`src/rtl/rr_pass_arbiter.sv`:
```
// rr_pass_arbiter: round-robin owner of a shared single-bit pass-through (q = d[owner]).
// Grants one requester at a time for at most HOLD_MAX cycles, with one IDLE bubble
// between grants, and keeps a saturating count of transferred (q_valid) cycles.
//
// Ports:
//   clk       clock, rising edge
//   rst       asynchronous active-high reset
//   req[N]    per-requester request, level-sensitive
//   d[N]      per-requester data bit
//   last[N]   per-requester end-of-burst marker (only the owner's bit is used)
//   gnt[N]    one-hot grant, registered
//   owner     current / most recent owner index, registered
//   q         d[owner] while q_valid, else 0 (combinational)
//   q_valid   GRANT state and owner still requesting (combinational)
//   busy      high in GRANT, registered
//   xfer_cnt  saturating count of q_valid cycles, registered
module rr_pass_arbiter #(
    parameter int unsigned N        = 4,
    parameter int unsigned HOLD_MAX = 8,
    parameter int unsigned CNT_W    = 16
) (
    input  logic                 clk,
    input  logic                 rst,
    input  logic [N-1:0]         req,
    input  logic [N-1:0]         d,
    input  logic [N-1:0]         last,
    output logic [N-1:0]         gnt,
    output logic [$clog2(N)-1:0] owner,
    output logic                 q,
    output logic                 q_valid,
    output logic                 busy,
    output logic [CNT_W-1:0]     xfer_cnt
);

    localparam int unsigned OW = $clog2(N);
    localparam int unsigned HW = $clog2(HOLD_MAX + 1);

    typedef enum logic {
        IDLE  = 1'b0,
        GRANT = 1'b1
    } state_t;

    state_t          state_q, state_d;
    logic [OW-1:0]   ptr_q, ptr_d;
    logic [HW-1:0]   hcnt_q, hcnt_d;
    logic [N-1:0]    gnt_d;
    logic [OW-1:0]   owner_d;
    logic            busy_d;
    logic [CNT_W-1:0] xfer_d;
    logic [OW-1:0]   sel_c;
    logic            rel_c;

    // First requesting index at or above ptr, wrapping modulo N.
    always_comb begin
        logic [OW:0] idx;
        logic        found;
        sel_c = ptr_q;
        found = 1'b0;
        idx   = '0;
        for (int unsigned i = 0; i < N; i++) begin
            idx = {1'b0, ptr_q} + (OW+1)'(i);
            if (idx >= (OW+1)'(N)) begin
                idx = idx - (OW+1)'(N);
            end
            if (!found && req[idx[OW-1:0]]) begin
                sel_c = idx[OW-1:0];
                found = 1'b1;
            end
        end
    end

    // Shared datapath: owner's bit passes through only while it is still requesting.
    assign q_valid = (state_q == GRANT) && req[owner];
    assign q       = q_valid & d[owner];

    // Owner gives up the grant on dropped request, end of burst, or hold limit.
    assign rel_c = !req[owner] || last[owner] || (hcnt_q == HW'(HOLD_MAX));

    // Next-state and registered-output logic.
    always_comb begin
        state_d = state_q;
        ptr_d   = ptr_q;
        hcnt_d  = hcnt_q;
        gnt_d   = gnt;
        owner_d = owner;
        busy_d  = busy;
        xfer_d  = xfer_cnt;

        if (q_valid && (xfer_cnt != {CNT_W{1'b1}})) begin
            xfer_d = xfer_cnt + CNT_W'(1);
        end

        case (state_q)
            IDLE: begin
                if (|req) begin
                    state_d = GRANT;
                    gnt_d   = N'(1) << sel_c;
                    owner_d = sel_c;
                    hcnt_d  = HW'(1);
                    busy_d  = 1'b1;
                end
            end
            GRANT: begin
                if (rel_c) begin
                    state_d = IDLE;
                    gnt_d   = '0;
                    busy_d  = 1'b0;
                    hcnt_d  = '0;
                    ptr_d   = (owner == OW'(N - 1)) ? '0 : owner + OW'(1);
                end else begin
                    hcnt_d  = hcnt_q + HW'(1);
                end
            end
            default: begin
                state_d = IDLE;
                gnt_d   = '0;
                busy_d  = 1'b0;
                hcnt_d  = '0;
            end
        endcase
    end

    // State and output registers.
    always_ff @(posedge clk or posedge rst) begin
        if (rst) begin
            state_q  <= IDLE;
            ptr_q    <= '0;
            hcnt_q   <= '0;
            gnt      <= '0;
            owner    <= '0;
            busy     <= 1'b0;
            xfer_cnt <= '0;
        end else begin
            state_q  <= state_d;
            ptr_q    <= ptr_d;
            hcnt_q   <= hcnt_d;
            gnt      <= gnt_d;
            owner    <= owner_d;
            busy     <= busy_d;
            xfer_cnt <= xfer_d;
        end
    end

endmodule

```
`config.mk`:
```
export PLATFORM = sky130hd
export DESIGN_NAME = rr_pass_arbiter
export DESIGN_NICKNAME = d
export VERILOG_FILES = /design/src/rtl/rr_pass_arbiter.sv
export SDC_FILE = /design/constraint.sdc
export NUM_CORES = 1
export LEC_CHECK = 0
export CAP_MARGIN = 20
export CELL_PAD_IN_SITES_DETAIL_PLACEMENT = 1
export CELL_PAD_IN_SITES_GLOBAL_PLACEMENT = 1
export CORE_UTILIZATION = 37
export CTS_CLUSTER_DIAMETER = 30
export CTS_CLUSTER_SIZE = 40
export DETAILED_ROUTE_END_ITERATION = 8
export GPL_ROUTABILITY_DRIVEN = 0
export PLACE_DENSITY = 0.78
export SYNTH_ARGS = -nofsm -noshare
export SYNTH_HDL_FRONTEND = slang
export SYNTH_SLANG_ARGS = --single-unit
export TNS_END_PERCENT = 100
```
`constraint.sdc`:
```
create_clock -name clk -period 2.1 [get_ports clk]
set_input_delay 0.525 -clock clk [delete_from_list [all_inputs] [get_ports clk]]
set_output_delay 0.525 -clock clk [all_outputs]
set_load 0.01 [all_outputs]
```
## After elaboration in Yosys (flattened, before gate mapping)

Cells that the tools add are included.
Widths: inputs -> output; s select.

- Bitwise logic cells: 2
- Equality and inequality tests: 5
- Shift-type cells: 1
- Add/sub/neg operators: 10
- $lt $le $gt $ge: 9
- Muxes and demuxes: 38
- Multipliers: 0
- Div/mod/pow operators: 0
- Reduce and logical (&&, ||, !) cells: 15

Operators with widths:

| kind | number |
|---|---|
| $mux 2 | 9 |
| $add 16x1->16 const B | 1 |
| $mux 4 | 4 |
| $ne 16x16->1 const B | 1 |
| $pmux 4 s2 | 2 |
| $lt 2x3->1 const B | 5 |
| $bmux 1 s2 | 7 |
| $mux 1 | 14 |
| $ge 3x3->1 const B | 3 |
| $sub 2x1->2 const B | 4 |
| $add 2x2->3 const B | 2 |
| $reduce_and 2->1 | 3 |
| $logic_and 1x1->1 | 5 |
| $add 4x1->4 const B | 1 |
| $eq 4x4->1 const B | 1 |
| $logic_not 1->1 | 4 |
| $pmux 1 s2 | 2 |
| $reduce_or 4->1 | 1 |
| $shl 1x2->4 const A | 1 |
| $add 2x1->3 const B | 1 |
| $ge 2x3->1 const B | 1 |
| $add 2x1->2 const B | 1 |
| $eq 2x2->1 const B | 1 |
| $logic_or 1x1->1 | 2 |
| 4 further kinds | 4 |

- Input port bits: 14
- Output and inout port bits: 25
- Memories: 0
- Word-level logic and storage cells: 87
- Memory bits (writable): 0
- Register bits after elaboration: 30
- Latch bits: 0
- Memory bits (read-only): 0

## Depth between registers and ports, before layout

Gate-level depths: netlist of the first run.

- Depth after elaboration: 17
- Gate-level depth with buffers: 8

## Worst setup path after synthesis of the first run

Ideal clock, no wire load.

- Path kind: in2reg
- Start: input req[3]
- End: register xfer_cnt[8]
- Slack: 0.155 ns
- Buffers on the path: 1
- Arrival: 1.817 ns
- Cell stages on the path: 7
- Cell sequence: buf_2 -> mux4_2 -> nand2_1 -> inv_1 -> o21a_1 -> and3_1 -> xor2_1

- Longest elaborated chain between the ends: 4

RTL lines:

| what | RTL line | source |
|---|---|---|
| start, declared | 24 | `input logic [N-1:0] req,` |
| $bmux 1 s2 | 73 | `assign q_valid = (state_q == GRANT) && req[owner];` |
| $mux 1 (not written as such) | 73 |  |
| $logic_and 1x1->1 | 73 |  |
| net q_valid | 30 | `output logic q_valid,` |
| $logic_and 1x1->1 | 89 | `if (q_valid && (xfer_cnt != {CNT_W{1'b1}})) begin` |
| end signal, assigned | 140 | `xfer_cnt <= xfer_d;` |
| end, declared | 32 | `output logic [CNT_W-1:0] xfer_cnt` |

The timed path passes the listed nets, and every way through them passes these cells. The select of a mux whose other input is x is not followed.
A chain may end at the register's enable or synchronous reset.

## Final worst setup path of the first run

- Start: input req[1]
- End: output q_valid

- Longest elaborated chain between the ends: 3

RTL lines:

| what | RTL line |
|---|---|
| $bmux 1 s2 | 73 |
| $mux 1 (not written as such) | 73 |
| $logic_and 1x1->1 | 73 |
| end, declared | 30 |

No other way between the ends. The select of a mux whose other input is x is not followed.

==> flow_summary.toml, run 1 <==
[outcome]
status = "completed"

[pwr]
peakVddDrop_uv = 554.3
p_per_area_mw_per_mm2 = 1219
cellLeakagePower_nw = 1.067

[detailed_routing]
detail_route.drc_violations = 0
wl_per_cell_um = 17.52
drtAntennaViolNets = 0
vias = 1451
totalWireLength_mm = 4.713
drt-vias-per-instance = 5.394
first_pass_iters = 5
drtIter0Drc = 19

[logic_synthesis]
yosysWarnings = 0
yosys-top-cells-area = "dfrtp_1 47%, xnor2_1 4.4%, xor2_1 4.4%"
synth.distinct_cells = 36
syn_inst = 152
syn_avg_cell_area_um2 = 10.43
synthFlopType = "dfrtp_1"
netlist_area_mm2 = 0.001585
synth_top_cell_by_area = "dfrtp_1"
async_flop_share_pct = 100.0
synth_top_cell_area_share_pct = 47.36
syn_nets = 170
synth_edf_count = 0
yosysSeqAreaShare_pct = 47.36
synth_seq_cells = 30

[grt]
grt_start_max_net_pins = 31
grt_pass1_wl_mm = 7.548
grtUsageTotal_pct = 23.05
grt_antenna_before_repair = 0
grt_pass1_vias = 1574
grt_overflow = 0

[final_layout]
mostFrequentLayoutCell = "dfrtp_1"
multiInputGateArea_um2 = 787.0
num_antenna_cells = 0
nFillCells = 458
area_growth_pct = 44.83
fin_nets = 236
stdcell_area_mm2 = 0.002296
regArea_um2 = 752.0
layout-drive-gt1-share_pct = 21.00
layout_common_cells = "29 x dfrtp_1, 28 x clkdlybuf4s50_1, 23 x buf_4, 17 x nand2_1, 9 x inv_1"

[floorplan]
initial_utilization_pct = 39.07
design.core.area_mm2 = 0.004058
die_area_mm2 = 0.004550
die_w_um = 67.46
num_rows = 23
ioPinCount = 39
die_h_um = 67.46

[place]
placed_area_mm2 = 0.002166
io_buffers = 38
dp_hpwl_mm = 3.418

[timing]
hold_viol_final = 0
final-setup-viol-count = 0
worst_pin_slew_ns = 0.6678
max_slew_margin_pct = 55.07
tns_ns = 0
fin_crit_sh_pct = 99.45
skew_ns = 0.003382
maxSlewViolCount = 0
rsz0062_at_grt = "true"
fmax_ghz = 0.4788
finalCriticalPeriod_ns = 2.089

[cts]
clockBufferDepth = 2
path_clk_slew_ns = 0.06
cts_tree = "built"
cts_max_level = 2
root_buffer = "clkbuf_8"
worstSkewPairLatency_ns = 0.27
hold_buffers = 0
numCtsBuffers = 5
cts_sinks = 30

[worst_setup_path]
critical_path_required_ns = 1.57
worstPathArrival_ns = 1.56
critPathMaxFanout = 2
cp-start-kind = "input pin"
end_kind = "output port"
path_class = "input pin to output port"

[flow_run]
max_cap_viol_count = 0

[min_path]
hp-class = "flip-flop to flip-flop"
[report_power, final]
group / internal, W / switching, W / leakage, nW
logic: 0.000718 / 0.000575 / 0.627
clock network: 0.000355 / 0.000210 / 0.0524
registers: 0.000742 / 0.000199 / 0.387
[what timing repair did]
action                     4_1_cts  5_1_grt
resized for setup               24        7
buffers inserted                 2        0
setup endpoints to repair        9        8
pin swaps                        2        1
[critical path, cell delays in order]
cell,delay (ns)
dlygate4sd2_1,0.24
mux4_2,0.49
nand2_2,0.11
inv_1,0.06
buf_2,0.14
[layout make-up]
cell class              instances  share of cell area, %
multi-input cells             110                  34.28
well taps                      50                  2.725
clock buffers                   7                  3.324
flip-flops and latches         30                  32.75
inverters                       9                  1.471
repair buffers                 62                  24.14
clock inverters                 1                  1.308
[final timing paths]
| kind | from | to | slack (ns) | cells after the start |
|---|---|---|---|---|
| max in group asynchronous | rst | owner[0] | 1.16 | 3 |
| min in group asynchronous | rst | xfer_cnt[15] | 0.63 | 3 |
| min | xfer_cnt[12] | xfer_cnt[12] | 0.49 | 1 |
| max reg2reg | owner[0] | hcnt_q[2] | 0.04 | 8 |
| min reg2reg | xfer_cnt[12] | xfer_cnt[12] | 0.49 | 1 |
| max | req[1] | q_valid | 0.01 | 5 |
[layer usage]
| layer | share of wire, % | vias to the layer above | global-route usage, % | routed length (um) |
|---|---|---|---|---|
| li1 | - | 679 | - | - |
| met1 | 43 | 741 | 27.39 | 2013 |
| met2 | 54 | 27 | 40.75 | 2534 |
| met3 | 3.0 | 4 | 6.081 | 140 |
| met4 | 0.51 | 0 | 6.117 | 24 |
| met5 | 0 | - | 0 | 0 |
[sequential cells by signal, indices dropped and copies added, names as in the netlist]
| name | count |
|---|---|
| ptr_q | 2 |
| state_q | 1 |
| xfer_cnt | 16 |
| hcnt_q | 4 |
| owner | 2 |
| gnt | 4 |
| busy | 1 |
[cells by family after synthesis]
| logic type | Yosys count | share of synthesized area (%) |
|---|---|---|
| AO/OA/AOI/OAI | 23 | 10.42 |
| XOR/XNOR | 16 | 8.840 |
| adder cells (fa/ha/maj) | 4 | 3.157 |
| buffers and inverters | 12 | 3.867 |
| flip-flops | 30 | 47.36 |
| multiplexers | 5 | 5.919 |
| AND/OR/NAND/NOR | 62 | 20.44 |
[cells in the mapped netlist (3+ instances only)]
| master | count |
|---|---|
| nor2_1 | 9 |
| nand3_1 | 6 |
| nand4_1 | 3 |
| xnor2_1 | 8 |
| nand2b_1 | 3 |
| xor2_1 | 8 |
| nor3_1 | 4 |
| o21a_1 | 3 |
| ha_1 | 4 |
| nor2b_1 | 3 |
| inv_1 | 9 |
| o21ai_0 | 5 |
| and3_1 | 4 |
| dfrtp_1 | 30 |
| nand2_1 | 18 |
| nor4_1 | 4 |
| o22ai_1 | 4 |
[stage by stage]
step,setup WS [ns],hold slack (ns),power (W),util (%),std cells
6_report,0.01145,0.4891,0.002798,56.58,269
5_1_grt,-0.05268,0.5268,0.002975,56.58,269
4_1_cts,0.006575,0.4946,0.002807,56.24,269
3_5_place_dp,-0.5638,0.4833,0.002169,53.38,259
3_3_place_gp,-0.5311,0.4782,0.002090,53.38,259
2_1_floorplan,0.1552,0.4927,0.001527,-,152
No activity file was read; power rests on OpenSTA's default activity.
==> run 2: changes to the inputs <==
--- a/config.mk
+++ b/config.mk
@@ -8,6 +8,7 @@
 export CAP_MARGIN = 20
 export CELL_PAD_IN_SITES_DETAIL_PLACEMENT = 1
 export CELL_PAD_IN_SITES_GLOBAL_PLACEMENT = 1
+export CORE_ASPECT_RATIO = 2
 export CORE_UTILIZATION = 37
 export CTS_CLUSTER_DIAMETER = 30
 export CTS_CLUSTER_SIZE = 40
==> run 2 against run 1 <==
The run now ends with negative setup slack left; count of clock-buffer cells in the layout unchanged; register-to-register slack improved by 0.09 ns; global-route usage grew 0.58 points; final cell count is 0.74% higher; non-clock buffer count is the same; largest cell class unchanged; largest power group unchanged.
==> flow_summary.toml, run 2 (same netlist as run 1, synthesis figures left out) <==
[outcome]
status = "finished with violations"
violations = "negative setup slack"

[timing]
rsz0062_at_grt = "true"
max_slew_margin_pct = 66.02
skew_ns = 0.003581
hold_ws_ns = 0.5006
final-setup-viol-count = 2
fmax_ghz = 0.4643
fin_crit_sh_pct = 102.6
setup_ws_ns = -0.05381
hold_viol_final = 0
worst_pin_slew_ns = 0.5051
maxSlewViolCount = 0
finalCriticalPeriod_ns = 2.154

[grt]
grt_pass1_vias = 1649
grt_antenna_before_repair = 0
grt_start_max_net_pins = 31
grt_pass1_wl_mm = 7.376
grt_overflow = 0
grtUsageTotal_pct = 23.63

[min_path]
whs_path_depth = 1
hp-class = "flip-flop to flip-flop"
hold_end = "busy"
hold_start = "busy"

[worst_setup_path]
path_class = "input pin to output port"
critical_path_required_ns = 1.57
end_kind = "output port"
critPathMaxFanout = 2
crit_slowest_cell = "mux4_2"
reg2reg_to = "xfer_cnt[10]"
critPathMaxStageDelay_ns = 0.50
worstPathArrival_ns = 1.63
cp_num_buf_inv = 3
r2r-start = "xfer_cnt[0]"
cp-start-kind = "input pin"
r2r_slack_ns = 0.13
rr_worst_depth = 6
worstPathCellList = "clkdlybuf4s15_2 -> mux4_2 -> buf_6 -> and3_4 -> buf_6"
crit_family = "multiplexers"
crit_top_cell = "buf_6"

[floorplan]
initial_utilization_pct = 38.78
design.core.area_mm2 = 0.004088
die_w_um = 48.29
die_area_mm2 = 0.004566
ioPinCount = 39
die_h_um = 94.57
num_rows = 33

[pwr]
peakVddDrop_uv = 713.2
cellLeakagePower_nw = 1.067
p_per_area_mw_per_mm2 = 1200

[detailed_routing]
dr_wl_met2_mm = 2.890
highest_layer = "met4"
wl_per_cell_um = 17.67
detail_route.drc_violations = 0
drtIter0Drc = 17
vias = 1464
first_pass_iters = 4
drt-vias-per-instance = 5.402
m1WireLength_mm = 1.571
wl_met3_um = 185
drtAntennaViolNets = 0
totalWireLength_mm = 4.789

[final_layout]
multiInputGateArea_um2 = 789.5
layout_common_cells = "29 x dfrtp_1, 28 x clkdlybuf4s50_1, 22 x buf_4, 16 x nand2_1, 9 x nor2_1"
num_antenna_cells = 0
regArea_um2 = 752.0
nFillCells = 446
largest_reg_flops = 16
top_register = "xfer_cnt"
area_growth_pct = 44.04
layout-drive-gt1-share_pct = 23.29
mostFrequentLayoutCell = "dfrtp_1"
fin_nets = 236
top_regs = "xfer_cnt (16), gnt (4), hcnt_q (4)"

[cts]
path_clk_slew_ns = 0.06
worstSkewPairLatency_ns = 0.28
numCtsBuffers = 5
cts_tree = "built"
root_buffer = "clkbuf_8"
hold_buffers = 0
clockBufferDepth = 2
cts_sinks = 30
cts_max_level = 2

[place]
dp_hpwl_mm = 3.740
pre_cts_ws_ns = -0.6245
io_buffers = 38

[flow_run]
max_cap_viol_count = 0
==> run 2: cell count changes in the layout (fill, tap and decap cells not counted), moves of 2 or more <==
cell	delta
buf_6	+2
clkdlybuf4s15_1	-3
o21ai_0	+2
nor2_2	-3
o21ai_1	-2
buf_2	+2
nor2_1	+3
==> run 2: worst reg2reg max path: cells and delay by family, from the launching register on <==
family | cells | cell delay, ns
xor gates and xnor gates | 1 | 0.18
adders and majority gates | 1 | 0.19
DFF | 1 | 0.41
and+or+nand+nor | 4 | 1.10
==> run 2: per-layer routing <==
metal,GRT usage (%),vias to the layer above
met5,0,-
met4,12.04,0
met3,2.677,11
met2,45.11,49
met1,21.48,732
li1,-,672
==> run 2: how the worst max path moves through the flow <==
stage,from,to,slack [ns],depth (start not counted)
after floorplan,req[3],xfer_cnt[8],0.16,7
after detailed placement,req[3],q_valid,-0.62,5
after CTS,owner[0],q,-0.06,4
after global placement,req[3],q_valid,-0.54,5
final,req[0],q,-0.05,5
after global routing,owner[0],q,-0.09,4
==> run 2: what timing repair did <==
action / in CTS / in global routing
setup buffers: 3 / 1
endpoints found under the setup margin: 17 / 4
pin swaps: 1 / 0
gates resized for setup: 36 / 3
gates cloned: 0 / 0
==> run 2: metrics by stage <==
stage / total power (W) / cell area [um2] / std cells / TNS, ns / utilization, %
CTS: 0.002748 / 2275 / 270 / -0.07129 / 55.65
floorplan: 0.001527 / 1585 / 152 / 0 / -
global placement: 0.002077 / 2153 / 259 / -5.867 / 52.68
finish: 0.002739 / 2283 / 271 / -0.05732 / 55.86
global route: 0.002908 / 2283 / 271 / -0.1351 / 55.86
detailed placement: 0.002159 / 2153 / 259 / -9.090 / 52.68
==> run 2: layout make-up <==
class,count,area share (%)
multi-input cells,110,34.58
inverters,9,1.479
repair buffers,62,24.16
clock buffers,7,3.781
flip-flops and latches,30,32.93
well taps,52,2.849
clock inverters,1,0.2192
==> run 2: where the power goes <==
part / total [W] / switching [W] / internal (W)
registers: 0.000922 / 0.000181 / 0.000742
logic: 0.00134 / 0.000591 / 0.000754
clock network: 0.000472 / 0.000208 / 0.000264
==> run 3: changes to the inputs <==
--- a/config.mk
+++ b/config.mk
@@ -14,7 +14,8 @@
 export CTS_CLUSTER_SIZE = 40
 export DETAILED_ROUTE_END_ITERATION = 8
 export GPL_ROUTABILITY_DRIVEN = 0
-export PLACE_DENSITY = 0.78
+export PLACE_DENSITY = 0.8
+export SETUP_SLACK_MARGIN = 0.1
 export SYNTH_ARGS = -nofsm -noshare
 export SYNTH_HDL_FRONTEND = slang
 export SYNTH_SLANG_ARGS = --single-unit
==> run 3 against run 2 <==
The run still ends with negative setup slack left; first-iteration DRC count increased by 65%; via count increased by 2.3%; setup slack improved by 0.048 ns; sequential power grew 3.0%; design area grew 4.1%; clock power increased by 57%; sequential share of layout area shrank 1.2 points; maximum frequency up 2.3%; non-clock buffer count up 2; combinational power hardly changed; critical path depth shrank 2; register-to-register slack improved by 0.06 ns.
==> flow_summary.toml, run 3 (same netlist as run 1, synthesis figures left out) <==
[grt]
grtUsageTotal_pct = 25.81
grt_antenna_before_repair = 0
grt_pass1_vias = 1660
grt_start_max_net_pins = 31
grt_pass1_wl_mm = 8.052
grt_overflow = 0

[worst_setup_path]
worstPathCellList = "mux4_2 -> and3_4 -> buf_6"
critPathMaxFanout = 4
path_class = "flip-flop to output port"
crit_slowest_cell = "mux4_2"
critPathMaxStageDelay_ns = 0.55
end_kind = "output port"
r2r_slack_ns = 0.19
r2r-start = "owner[0]"
cp-start-kind = "flip-flop"
rr_worst_depth = 5
worstPathArrival_ns = 1.58
crit_end = "q"
reg2reg_to = "hcnt_q[1]"
cp-startpoint = "owner[0]"
critical_path_required_ns = 1.57

[cts]
cts_max_level = 2
worstSkewPairLatency_ns = 0.29
numCtsBuffers = 5
clockBufferDepth = 2
root_buffer = "clkbuf_8"
cts_sinks = 30
cts_tree = "built"
path_clk_slew_ns = 0.07

[final_layout]
layout-drive-gt1-share_pct = 25.79
regArea_um2 = 753.2
mostFrequentLayoutCell = "dfrtp_1"
top_regs = "xfer_cnt (16), gnt (4), hcnt_q (4)"
num_antenna_cells = 0
top_register = "xfer_cnt"
nFillCells = 457
area_growth_pct = 49.96
post-route-util_pct = 58.16
fin_nets = 238
layout_common_cells = "28 x dfrtp_1, 27 x clkdlybuf4s50_1, 27 x buf_4, 16 x nand2_1"
instances_no_fill = 273
multiInputGateArea_um2 = 815.8
largest_reg_flops = 16

[pwr]
cellLeakagePower_nw = 1.104
peakVddDrop_uv = 848.9
p_per_area_mw_per_mm2 = 1286

[floorplan]
initial_utilization_pct = 38.78
die_w_um = 48.29
ioPinCount = 39
num_rows = 33
die_h_um = 94.57
design.core.area_mm2 = 0.004088
die_area_mm2 = 0.004566

[detailed_routing]
totalWireLength_mm = 5.306
first_pass_iters = 4
drt-vias-per-instance = 5.487
detail_route.drc_violations = 0
drtIter0Drc = 28
drtAntennaViolNets = 0
vias = 1498
wl_per_cell_um = 19.44

[timing]
skew_ns = 0.009599
final-setup-viol-count = 1
maxSlewViolCount = 0
finalCriticalPeriod_ns = 2.106
fmax_ghz = 0.4749
tns_ns = -0.005579
max_slew_margin_pct = 71.63
rsz0062_at_grt = "true"
worst_pin_slew_ns = 0.4220
fin_crit_sh_pct = 100.3
setup_ws_ns = -0.005579
hold_viol_final = 0

[place]
dp_hpwl_mm = 3.709
io_buffers = 38
place_inst = 263

[flow_run]
max_cap_viol_count = 0

[min_path]
hp-class = "flip-flop to flip-flop"

[outcome]
status = "finished with violations"
violations = "negative setup slack"
==> run 3: changes by cell type in the layout (fill, tap and decap cells not counted), moves of 2 or more <==
cell           previous run  this run
buf_6                     4         2
dlygate4sd2_1             4         7
o21ai_0                   5         3
buf_4                    22        27
buf_2                     3         0
bufinv_16                 0         2
o21ai_1                   0         2
==> run 3: layout make-up <==
type / instances / area share [%]
clock inverters: 2 / 2.526
clock buffers: 6 / 3.474
multi-input cells: 110 / 34.32
repair buffers: 64 / 23.84
inverters: 9 / 1.421
well taps: 52 / 2.737
flip-flops and latches: 30 / 31.68
==> run 3: critical path, delay by kind of cell (launching register included) <==
| family | cells | cell delay, ns |
|---|---|---|
| buf+inv | 1 | 0.11 |
| simple gates | 1 | 0.19 |
| flops | 1 | 0.44 |
| mux | 1 | 0.55 |
==> run 3: what timing repair did <==
item | CTS | global route
buffers inserted | 1 | 1
cloned | 0 | 0
pin swaps | 2 | 2
endpoints found under the setup margin | 19 | 12
hold buffers | 0 | 0
gates resized for setup | 27 | 9
==> run 3: how the worst min path moves through the flow <==
stage / startpoint / cells past startpoint / to / slack, ns
2_1_floorplan: hcnt_q[0] / 1 / hcnt_q[0] / 0.49
3_3_place_gp: xfer_cnt[12] / 1 / xfer_cnt[12] / 0.47
3_5_place_dp: xfer_cnt[7] / 1 / xfer_cnt[7] / 0.48
4_1_cts: xfer_cnt[12] / 1 / xfer_cnt[12] / 0.50
5_1_grt: gnt[1] / 1 / gnt[1] / 0.53
6_report: gnt[2] / 1 / gnt[2] / 0.50
==> run 3: power breakdown <==
part,switching (W),total [W],internal [W]
combinational,0.000610,0.00137,0.000756
sequential,0.000208,0.000950,0.000743
clock,0.000233,0.000739,0.000506
total,0.00105,0.00306,0.00201
==> run 3: through the flow <==
stage / power (W) / area [um2] / hold WS [ns] / setup WS [ns]
2_1_floorplan: 0.001527 / 1585 / 0.4927 / 0.1552
3_3_place_gp: 0.002122 / 2183 / 0.4749 / -0.5432
3_5_place_dp: 0.002205 / 2183 / 0.4829 / -0.5333
4_1_cts: 0.003005 / 2331 / 0.5048 / -0.02563
5_1_grt: 0.003212 / 2377 / 0.5306 / -0.05077
6_report: 0.003056 / 2377 / 0.4991 / -0.005579
==> run 3: layer usage <==
metal,wire (um),global-route usage (%),up-vias
met4,155,11.11,0
met1,1743,24.66,758
li1,-,-,677
met2,3193,48.78,49
met3,213,3.633,14
met5,0,0,-
